## config.mk

```make
export PLATFORM = sky130hd
export DESIGN_NAME = gray_code_converter_pipe
export DESIGN_NICKNAME = d
export VERILOG_FILES = /design/src/rtl/gray_pkg.sv /design/src/rtl/gray_conv_comb.sv /design/src/rtl/gray_code_converter_pipe.sv
export SDC_FILE = /design/constraint.sdc
export NUM_CORES = 1
export LEC_CHECK = 0
export BUFFER_PORTS_ARGS = -buffer_cell sky130_fd_sc_hd__buf_2
export CORE_MARGIN = 2
export CORE_UTILIZATION = 51
export CTS_CLUSTER_SIZE = 30
export DETAILED_ROUTE_END_ITERATION = 12
export GPL_ROUTABILITY_DRIVEN = 0
export PLACE_DENSITY_LB_ADDON = 0.05
export SYNTH_ARGS = -nofsm -noshare
export SYNTH_HDL_FRONTEND = slang
export SYNTH_HIERARCHICAL = 1
export SYNTH_SLANG_ARGS = --single-unit
export TNS_END_PERCENT = 5
```

## constraint.sdc

```tcl
create_clock -name clk -period 2.1 [get_ports clk]
set_clock_uncertainty 0.15 [all_clocks]
set_input_delay 0.21 -clock clk [delete_from_list [all_inputs] [get_ports clk]]
set_output_delay 0.21 -clock clk [all_outputs]
set_load 0.005 [all_outputs]
```

## src/rtl/gray_pkg.sv

```systemverilog
// gray_pkg
//   Shared definitions for binary/Gray conversion: mode encodings and
//   width-generic conversion functions. The functions work on a
//   GRAY_MAX_WIDTH container. Bits at and above `width` are forced to zero
//   before conversion, so bit width-1 behaves as the word MSB. The functions
//   are shared with the Gray-pointer FIFO work.
package gray_pkg;

  localparam int GRAY_MAX_WIDTH = 32;

  localparam logic MODE_B2G = 1'b0;
  localparam logic MODE_G2B = 1'b1;

  typedef logic [GRAY_MAX_WIDTH-1:0] gray_word_t;

  // All-ones mask covering the low `width` bits of the container.
  function automatic gray_word_t width_mask(input int unsigned width);
    gray_word_t m;
    if (width >= GRAY_MAX_WIDTH) begin
      m = '1;
    end else begin
      m = (gray_word_t'(1) << width) - gray_word_t'(1);
    end
    return m;
  endfunction

  // gray = b ^ (b >> 1); the zeroed bits above the word make its MSB pass through.
  function automatic gray_word_t bin2gray(input gray_word_t b, input int unsigned width);
    gray_word_t v;
    v = b & width_mask(width);
    return v ^ (v >> 1);
  endfunction

  // Running XOR from the MSB down: bin[i] = bin[i+1] ^ g[i].
  function automatic gray_word_t gray2bin(input gray_word_t g, input int unsigned width);
    gray_word_t v;
    gray_word_t b;
    v = g & width_mask(width);
    b = '0;
    b[GRAY_MAX_WIDTH-1] = v[GRAY_MAX_WIDTH-1];
    for (int i = GRAY_MAX_WIDTH - 2; i >= 0; i--) begin
      b[i] = b[i+1] ^ v[i];
    end
    return b;
  endfunction

endpackage

```

## src/rtl/gray_conv_comb.sv

```systemverilog
// gray_conv_comb
//   Purely combinational WIDTH-bit binary/Gray converter. The direction is
//   chosen per word by `mode`.
// Ports:
//   data    input  [WIDTH-1:0]  word to convert
//   mode    input               MODE_B2G (0) or MODE_G2B (1)
//   result  output [WIDTH-1:0]  converted word, same width as data
module gray_conv_comb
  import gray_pkg::*;
#(
  parameter int WIDTH = 8
) (
  input  logic [WIDTH-1:0] data,
  input  logic             mode,
  output logic [WIDTH-1:0] result
);

  always_comb begin
    if (mode == MODE_G2B) begin
      result = WIDTH'(gray2bin(gray_word_t'(data), WIDTH));
    end else begin
      result = WIDTH'(bin2gray(gray_word_t'(data), WIDTH));
    end
  end

endmodule

```

## src/rtl/gray_code_converter_pipe.sv

```systemverilog
// gray_code_converter_pipe
//   Two-stage pipelined binary/Gray converter with valid/ready on both sides.
//   S1 holds the raw word and its mode. S2 holds the converted word and drives
//   the output. Conversion sits between S1 and S2.
// Ports:
//   clk        input               rising-edge clock
//   rst        input               synchronous active-high reset
//   in_valid   input               input word present
//   in_ready   output              word can be accepted this cycle
//                                  (combinational from out_ready and rst)
//   in_data    input  [WIDTH-1:0]  word to convert
//   in_mode    input               0 = binary->Gray, 1 = Gray->binary
//   out_valid  output              converted word present
//   out_ready  input               downstream accepts this cycle
//   out_data   output [WIDTH-1:0]  converted word
//   out_mode   output              mode the word was converted with
module gray_code_converter_pipe
  import gray_pkg::*;
#(
  parameter int WIDTH = 8
) (
  input  logic             clk,
  input  logic             rst,
  input  logic             in_valid,
  output logic             in_ready,
  input  logic [WIDTH-1:0] in_data,
  input  logic             in_mode,
  output logic             out_valid,
  input  logic             out_ready,
  output logic [WIDTH-1:0] out_data,
  output logic             out_mode
);

  logic             s1_v;
  logic [WIDTH-1:0] s1_data;
  logic             s1_mode;

  logic             s2_v;
  logic [WIDTH-1:0] s2_data;
  logic             s2_mode;

  logic [WIDTH-1:0] conv_data;
  logic             s1_load;
  logic             s2_load;

  gray_conv_comb #(
    .WIDTH (WIDTH)
  ) u_conv (
    .data   (s1_data),
    .mode   (s1_mode),
    .result (conv_data)
  );

  // An empty S2 pulls S1 forward regardless of out_ready, so bubbles collapse.
  assign s2_load  = s1_v && (!s2_v || out_ready);
  // Only refuse a word when both stages are full and the output is stalled.
  assign in_ready = !rst && (!s1_v || !s2_v || out_ready);
  assign s1_load  = in_valid && in_ready;

  always_ff @(posedge clk) begin
    if (rst) begin
      s1_v    <= 1'b0;
      s1_data <= '0;
      s1_mode <= MODE_B2G;
      s2_v    <= 1'b0;
      s2_data <= '0;
      s2_mode <= MODE_B2G;
    end else begin
      if (s1_load) begin
        s1_v    <= 1'b1;
        s1_data <= in_data;
        s1_mode <= in_mode;
      end else if (s2_load) begin
        s1_v <= 1'b0;
      end

      if (s2_load) begin
        s2_v    <= 1'b1;
        s2_data <= conv_data;
        s2_mode <= s1_mode;
      end else if (out_ready) begin
        s2_v <= 1'b0;
      end
    end
  end

  assign out_valid = s2_v;
  assign out_data  = s2_data;
  assign out_mode  = s2_mode;

endmodule

```

; ---- Word-level counts from Yosys, hierarchy flattened
; Index checks and enable logic that the tools add are counted.
[totals]
reg_bits = 20
in_bits = 13
out_inout_bits = 11
wordCells = 58
[op_classes]
muxes = 7
bitwise_logic = 34
n_reduce_logical = 11
[ops]
columns = operator, n
row1 = $and 8x32->32, 1
row2 = $mux 32, 1
row3 = $xor 1x1->1, 31
row4 = $and 8x9->9, 1
row5 = $mux 9, 1
row6 = $mux 8, 1
row7 = $xor 8x8->8, 1
row8 = $mux 1, 4
row9 = $reduce_bool 2->1, 2
row10 = $logic_and 1x1->1, 3
row11 = $logic_not 1->1, 3
row12 = $logic_or 1x1->1, 3

; ---- Depth between registers and ports, before layout
; Gate-level depths: netlist of the first run.
[logic_depth]
word_depth = 34
mapped_depth = 6
mapped_depth_nobuf = 6

; ---- Hierarchy
; Netlist of the first run, hierarchy kept.
[modules_own_cells]
columns = mod, instances, cells_each, area_per_inst_um2
row1 = gray_code_converter_pipe, 1, 79, 807.0
row2 = gray_conv_comb, 1, 27, 220.2

; ---- Worst setup path before layout of the first run
; Ideal clock, no wire load.
[synth_timing]
path_type = reg-to-reg
start = register s1_data[7]
end = register s2_data[0] (netlist: out_data[0])
arrival_ns = 1.391
required_time_ns = 1.880
path_slack_ns = 0.490
stages_incl_launch_ff = 7
synth_period_minus_slack_ns = 1.610
path_cell_list = dfxtp_1 xor2_2 xor2_2 mux2i_1 xnor2_1 nand3_1 a21oi_1
[synth_via]
elab_chain_cells = 10
[synth_rtl]
columns = item, line
row1 = start: declaration, gray_code_converter_pipe.sv:35  ; logic [WIDTH-1:0] s1_data;
row2 = start signal: assignment, gray_code_converter_pipe.sv:71  ; s1_data <= in_data;
row3 = $and 8x32->32, gray_pkg.sv:38  ; v = g & width_mask(width);
row4 = $xor 1x1->1 (8 in a row), gray_pkg.sv:42  ; b[i] = b[i+1] ^ v[i];
row5 = $mux 8, gray_conv_comb.sv:19  ; if (mode == MODE_G2B) begin
row6 = via conv_data[0], gray_code_converter_pipe.sv:42  ; logic [WIDTH-1:0] conv_data;
row7 = end signal: assignment, gray_code_converter_pipe.sv:79  ; s2_data <= conv_data;
row8 = end: declaration, gray_code_converter_pipe.sv:39  ; logic [WIDTH-1:0] s2_data;
; The timed path passes the listed nets, and every way through them passes these cells.
; A chain may end at the register's enable or synchronous reset.

; ---- Worst setup path in the final report of the first run
[layout_timing]
start = register s1_data[7]
end = register s2_data[1] (netlist: out_data[1])
[layout_via]
elab_chain_cells = 9
[layout_rtl]
columns = item, line
row1 = $and 8x32->32, gray_pkg.sv:38
row2 = $xor 1x1->1 (7 in a row), gray_pkg.sv:42
row3 = $mux 8, gray_conv_comb.sv:19
row4 = via conv_data[1], gray_code_converter_pipe.sv:42
; The timed path passes the listed nets, and every way through them passes these cells.

==> results of run 1 <==
## worst max-delay path: cells and delay by family, from the launching register on
kind	cells	cell delay [ns]
AOI/OAI and AO/OA	1	0.14
and+or+nand+nor	1	0.09
xor gates and xnor gates	3	0.69
DFF	1	0.44
muxes	1	0.24
## final cells by class
type,instances,area [sq um]
Fill cell,177,663
Inverter,3,11.3
Multi-Input combinational cell,77,578
Clock buffer,3,22.5
Tap cell,27,33.8
Timing Repair Buffer,33,213
Sequential cell,20,400
## cells in the final DEF (no fill, tap or decap), drive strengths merged, types with 3 or more instances in the layout
cell         synthesis  final
dlygate4sd3          0      9
and2b                3      3
xor2                 7      7
nand2                6      6
o21ai                9      9
nand3                9      9
mux2                 9      9
nor2b                7      7
buf                  6     24
a21oi               12     12
inv                  3      3
dfxtp               20     20
xnor2                8      8
clkbuf               0      3
## worst paths after layout
kind / start / end / cells after the start
worst min-delay path: in_valid / s1_v$_SDFFE_PP0P_ / 3
worst max-delay path: s1_data[7]$_SDFFE_PP0P_ / out_data[1]$_SDFFE_PP0P_ / 6
worst max register to register: s1_data[7]$_SDFFE_PP0P_ / out_data[1]$_SDFFE_PP0P_ / 6
worst min register to register: out_data[2]$_SDFFE_PP0P_ / out_data[2]$_SDFFE_PP0P_ / 2
## sequential cells by signal, indices dropped and copies added (netlist names)
signal and flops:
out_valid 1, s1_v 1, out_mode 1, s1_mode 1, s1_data 8, out_data 8
## report_power, final
| group | internal (mW) | switching (mW) |
|---|---|---|
| Combinational | 0.0997 | 0.0735 |
| Clock | 0.0667 | 0.107 |
| Sequential | 0.405 | 0.0274 |
## metrics by stage
step                      cells  total power, mW
after floorplan             106            0.565
after global placement      151            0.599
after detailed placement    151            0.603
after CTS                   163            0.794
after global routing        163            0.838
final                       163            0.780
## cells by family (layout without fill, tap and decap cells)
group                     after synthesis  after routing  synth area share
buffers and inverters                   9             39            0.0475
AOI/OAI and AO/OA                      21             21             0.102
and+or+nand+nor                        30             30             0.189
DFF                                    20             20             0.390
xor gates and xnor gates               15             15             0.150
muxes                                  11             11             0.122
## per-layer routing
layer / up-vias / global-route usage
li1: 412 / -
met1: 344 / 0.190
met2: 14 / 0.272
met3: 2 / 0.0337
met4: 0 / 0.0857
met5: - / 0
==> results.md, run 1 <==
- Run status: finished clean
- Clk slew on worst S/H paths: 0.11 ns
- Post-CTS Setup Bufs: 0
- Layout cell share with drive strength beyond 1: 0.316
- Hold_buf cts: 9
- Library cells used by synthesis: 20
- Final Hold Fails: 0
- Depth of the CTS H-tree: 1
- Top achievable clock speed: 557 MHz
- Area Overhead vs Synth: 22.5%
- Critical path class: flip-flop to flip-flop
- Clock Tree Buf Depth: 2
- RSZ-0062 raised after global routing: false
- Area post-placement: 0.00115 sq mm
- Syn. warnings: 6
- Mapped Cells: 106
- Largest cells by area after synthesis: dfxtp_1, mux2_2, xnor2_1
- Drt wl/cell: 10.5 um
- Global-route wire length before repair: 2990 um
- Maximum number of pins on one net before global-route repair: 22
- Crit path required time: 2.18 ns
- CTS tree: built
- CP arrival: 1.88 ns
- Iteration-0 DRC Markers: 10
- Setup WS pre-CTS: 0.320 ns
- Highest metal used: met4
- Setup violators final: 0
- Post-synth EDFFs: 0
- Top-area cell type share of the netlist area: 0.390
- Syn Nets: 119
- Via count: 772
- Max cap viols: 0
- Most used cell, CP: xor2_2
- Most common cell in the netlist: dfxtp_1
- Total wire length: 1720 um
- Post-layout min period: 1.80 ns
- N_diodes: 0
- Io pins: 24
- Register area share after synthesis: 0.390
- Met3 Routed Length: 65 um
- Post-CTS resize count: 0
- Die area: 0.00239 sq mm
- Total core area: 0.00192 sq mm
- Site row count: 16
- Dominant synthesized flop cell: dfxtp_1
- Post-synthesis cell area: 0.00103 sq mm
- Via-to-Cell Ratio: 4.74
- Antenna Nets Post-Route: 0
- M1 wire length: 785 um
- GR Util All Layers: 0.161
- DR DRC count: 0
- Die Y: 48.9 um
- DR WL met2: 851 um
- Critical path endpoint category: flip-flop
- Slowest library cell on the worst path: dfxtp_1
- Asr flop ratio synth: 0
- Initial antenna violation count: 0
- Hold/Removal Path Class: input port to flip-flop
- Starting density of the core: 0.535
- Design area: 0.00126 sq mm
- R2R Setup Slk: 0.30 ns
- Peak VDD IR: 0.395 mV
- Static power due to leakage: 0.568 nW
- PwrDens: 619 mW/mm^2
- Setup TNS: 0 ns
- Max-slew headroom: 0.708
- Period utilisation layout: 0.855
- Yosys top cell by area: dfxtp_1
- Port Buffers: 23
- Grt ovf: 0
- Total iterations of the first detailed-routing run: 3
- Final nets: 151
- Final worst setup slack: 0.305 ns
- Worst stage delay on the critical path: 0.44 ns
- TritonCTS Buffers: 3
- Clock sink total: 20
- Hold WS: 0.0233 ns
- Root buf cell: clkbuf_4
- Final Max Tran Viols: 0
- Crit-path cells: xor2_2, xor2_2, mux2i_1, xnor2_1, nand3_1, a21oi_1
- Startpoint type of the worst setup path: flip-flop
- Seq cells post-synth: 20
- Post-synth top cells: dfxtp_1, a21oi_1, nand3_1, o21ai_0
- Syn Area/Cell: 9.69 sq um
- DPL Wire Length: 1220 um
- Layout Utilization: 0.655
- Vias in the first global route: 714
- Worst-Margin Slew: 0.437 ns
- Die width: 48.9 um
- Highest fanout seen on the critical path: 4
- Worst-Skew Late Latency: 0.29 ns
No activity file was read; power rests on OpenSTA's default activity.
==> inputs of run 2 (changes only) <==
--- a/config.mk
+++ b/config.mk
@@ -11,6 +11,7 @@
 export CTS_CLUSTER_SIZE = 30
 export DETAILED_ROUTE_END_ITERATION = 12
 export GPL_ROUTABILITY_DRIVEN = 0
+export MAX_ROUTING_LAYER = met4
 export PLACE_DENSITY_LB_ADDON = 0.05
 export SYNTH_ARGS = -nofsm -noshare
 export SYNTH_HDL_FRONTEND = slang
==> results.md, run 2 (synthesized netlist as in run 1, its figures left out) <==
- Clk slew on worst S/H paths: 0.11 ns (about the same)
- Antenna Nets Post-Route: 0 (unchanged)
- Most used cell, CP: xor2_2 (unchanged)
- Stages on worst setup path: 6 (unchanged)
- GR Util All Layers: 0.165 (was 0.161)
- R2R Setup Slk: 0.30 ns (about the same)
- Drt wl/cell: 10.5 um (unchanged)
- Reg2Reg Depth: 6 (unchanged)
- Final Max Tran Viols: 0 (unchanged)
- Most common cell after layout, fill and taps aside: buf_2 (unchanged)
- Sequential Power Share: 0.555 (about the same)
- Setup violators final: 0 (unchanged)
- Clk pwr share: 0.223 (about the same)
- Total wire length: 1720 um (unchanged)
- Setup TNS: 0 ns (unchanged)
- Critical path class: flip-flop to flip-flop (unchanged)
- Clock Tree Buf Depth: 2 (unchanged)
- Io pins: 24 (unchanged)
- Via count: 772 (unchanged)
- TritonCTS Buffers: 3 (unchanged)
- Iteration-0 DRC Markers: 10 (unchanged)
- N_diodes: 0 (unchanged)
- Port Buffers: 23 (unchanged)
- Layout Utilization: 0.655 (unchanged)
- Hold path depth: 3 (unchanged)
- Critical path endpoint category: flip-flop (unchanged)
- Layout cell share with drive strength beyond 1: 0.316 (unchanged)
- Startpoint type of the worst setup path: flip-flop (unchanged)
- Global-route wire length before repair: 3000 um (was 2990 um)
- Post-Layout Cell Count: 163 (unchanged)
- Worst-Margin Slew: 0.437 ns (about the same)
- CTS tree: built (unchanged)
- Design area: 0.00126 sq mm (unchanged)
- Worst stage delay on the critical path: 0.44 ns (about the same)
- CP Buf/Inv Count: 0 (unchanged)
- Max cap viols: 0 (unchanged)
- Worst-Skew Late Latency: 0.29 ns (about the same)
- Period utilisation layout: 0.855 (about the same)
- Area post-placement: 0.00115 sq mm (unchanged)
- Power Total: 0.780 mW (about the same)
- Crit-path cells: xor2_2, xor2_2, mux2i_1, xnor2_1, nand3_1, a21oi_1 (unchanged)
- Final nets: 151 (unchanged)
- Post-layout min period: 1.80 ns (about the same)
- Slowest library cell on the worst path: dfxtp_1 (unchanged)
- Top achievable clock speed: 557 MHz (about the same)
- Most frequent cells in the layout: buf_2, dfxtp_1, a21oi_1 (unchanged)
- Die area: 0.00239 sq mm (unchanged)
- Post-CTS Setup Bufs: 0 (unchanged)
- Int Power: 0.572 mW (unchanged)
- Peak VDD IR: 0.395 mV (about the same)
- Initial antenna violation count: 0 (unchanged)
- Depth of the CTS H-tree: 1 (unchanged)
- Starting density of the core: 0.535 (unchanged)
- Total core area: 0.00192 sq mm (unchanged)
- RSZ-0062 raised after global routing: false (unchanged)
- Via-to-Cell Ratio: 4.74 (unchanged)
- Crit path required time: 2.18 ns (about the same)
- Die width: 48.9 um (unchanged)
- Highest fanout seen on the critical path: 4 (unchanged)
- Vias in the first global route: 714 (unchanged)
- Net Sw Power: 0.208 mW (about the same)
- CP arrival: 1.88 ns (about the same)
- Area Overhead vs Synth: 22.5% (unchanged)
- Clock sink total: 20 (unchanged)
- Site row count: 16 (unchanged)
- Logic pwr share: 0.222 (about the same)
- Maximum number of pins on one net before global-route repair: 22 (unchanged)
- Hold/Removal Path Class: input port to flip-flop (unchanged)
- DR DRC count: 0 (unchanged)
- Switching Share: 0.267 (about the same)
- Root buf cell: clkbuf_4 (unchanged)
- Family with the most delay on the worst path: XOR/XNOR gates (unchanged)
- DPL Wire Length: 1220 um (unchanged)
- Post-CTS resize count: 0 (unchanged)
- Run status: finished clean (unchanged)
- Grt ovf: 0 (unchanged)
- Max-slew headroom: 0.708 (unchanged)
- Final Hold Fails: 0 (unchanged)
- PwrDens: 619 mW/mm^2 (about the same)
- Total iterations of the first detailed-routing run: 3 (unchanged)
- Placed instance count: 151 (unchanged)
- Static power due to leakage: 0.568 nW (unchanged)
- Die Y: 48.9 um (unchanged)
[run 2: metrics by stage]
step	worst slack (ns)	hold WS (ns)
4_1_cts	0.296	0.0139
3_3_place_gp	0.371	0.285
5_1_grt	0.115	0.0172
3_5_place_dp	0.320	0.290
2_1_floorplan	0.490	0.189
6_report	0.305	0.0234
[run 2: power by group through the flow]
stage,sequential (mW),clock (mW),combinational [mW]
global route,0.438,0.207,0.193
CTS,0.433,0.186,0.175
finish,0.433,0.174,0.173
global placement,0.441,0,0.158
detailed placement,0.442,0,0.161
floorplan,0.437,0,0.128
[run 2: final timing paths]
check	startpoint	to
max	s1_data[7]$_SDFFE_PP0P_	out_data[1]$_SDFFE_PP0P_
min	in_valid	s1_v$_SDFFE_PP0P_
max reg2reg	s1_data[7]$_SDFFE_PP0P_	out_data[1]$_SDFFE_PP0P_
min reg2reg	out_data[2]$_SDFFE_PP0P_	out_data[2]$_SDFFE_PP0P_
[run 2: worst min-delay path, stage by stage]
cell	delay (ns)
buf_2	0.12
inv_1	0.05
a21oi_1	0.05
[run 2: what timing repair did]
action,in CTS,in global routing
hold buffers,9,0
hold endpoints to repair,9,0
endpoints found under the setup margin,0,0
[run 2: metal layers]
metal  share of wire  up-vias  track usage
li1                -      412            -
met1            0.46      344        0.190
met2            0.50       14        0.272
met3           0.038        2       0.0337
met4          0.0082        0       0.0857
met5               0        -            -
[run 2: cell type report]
class / instances / area (sq um)
Fill cell: 177 / 663
Multi-Input combinational cell: 77 / 578
Sequential cell: 20 / 400
Timing Repair Buffer: 33 / 213
Tap cell: 27 / 33.8
Clock buffer: 3 / 22.5
Inverter: 3 / 11.3
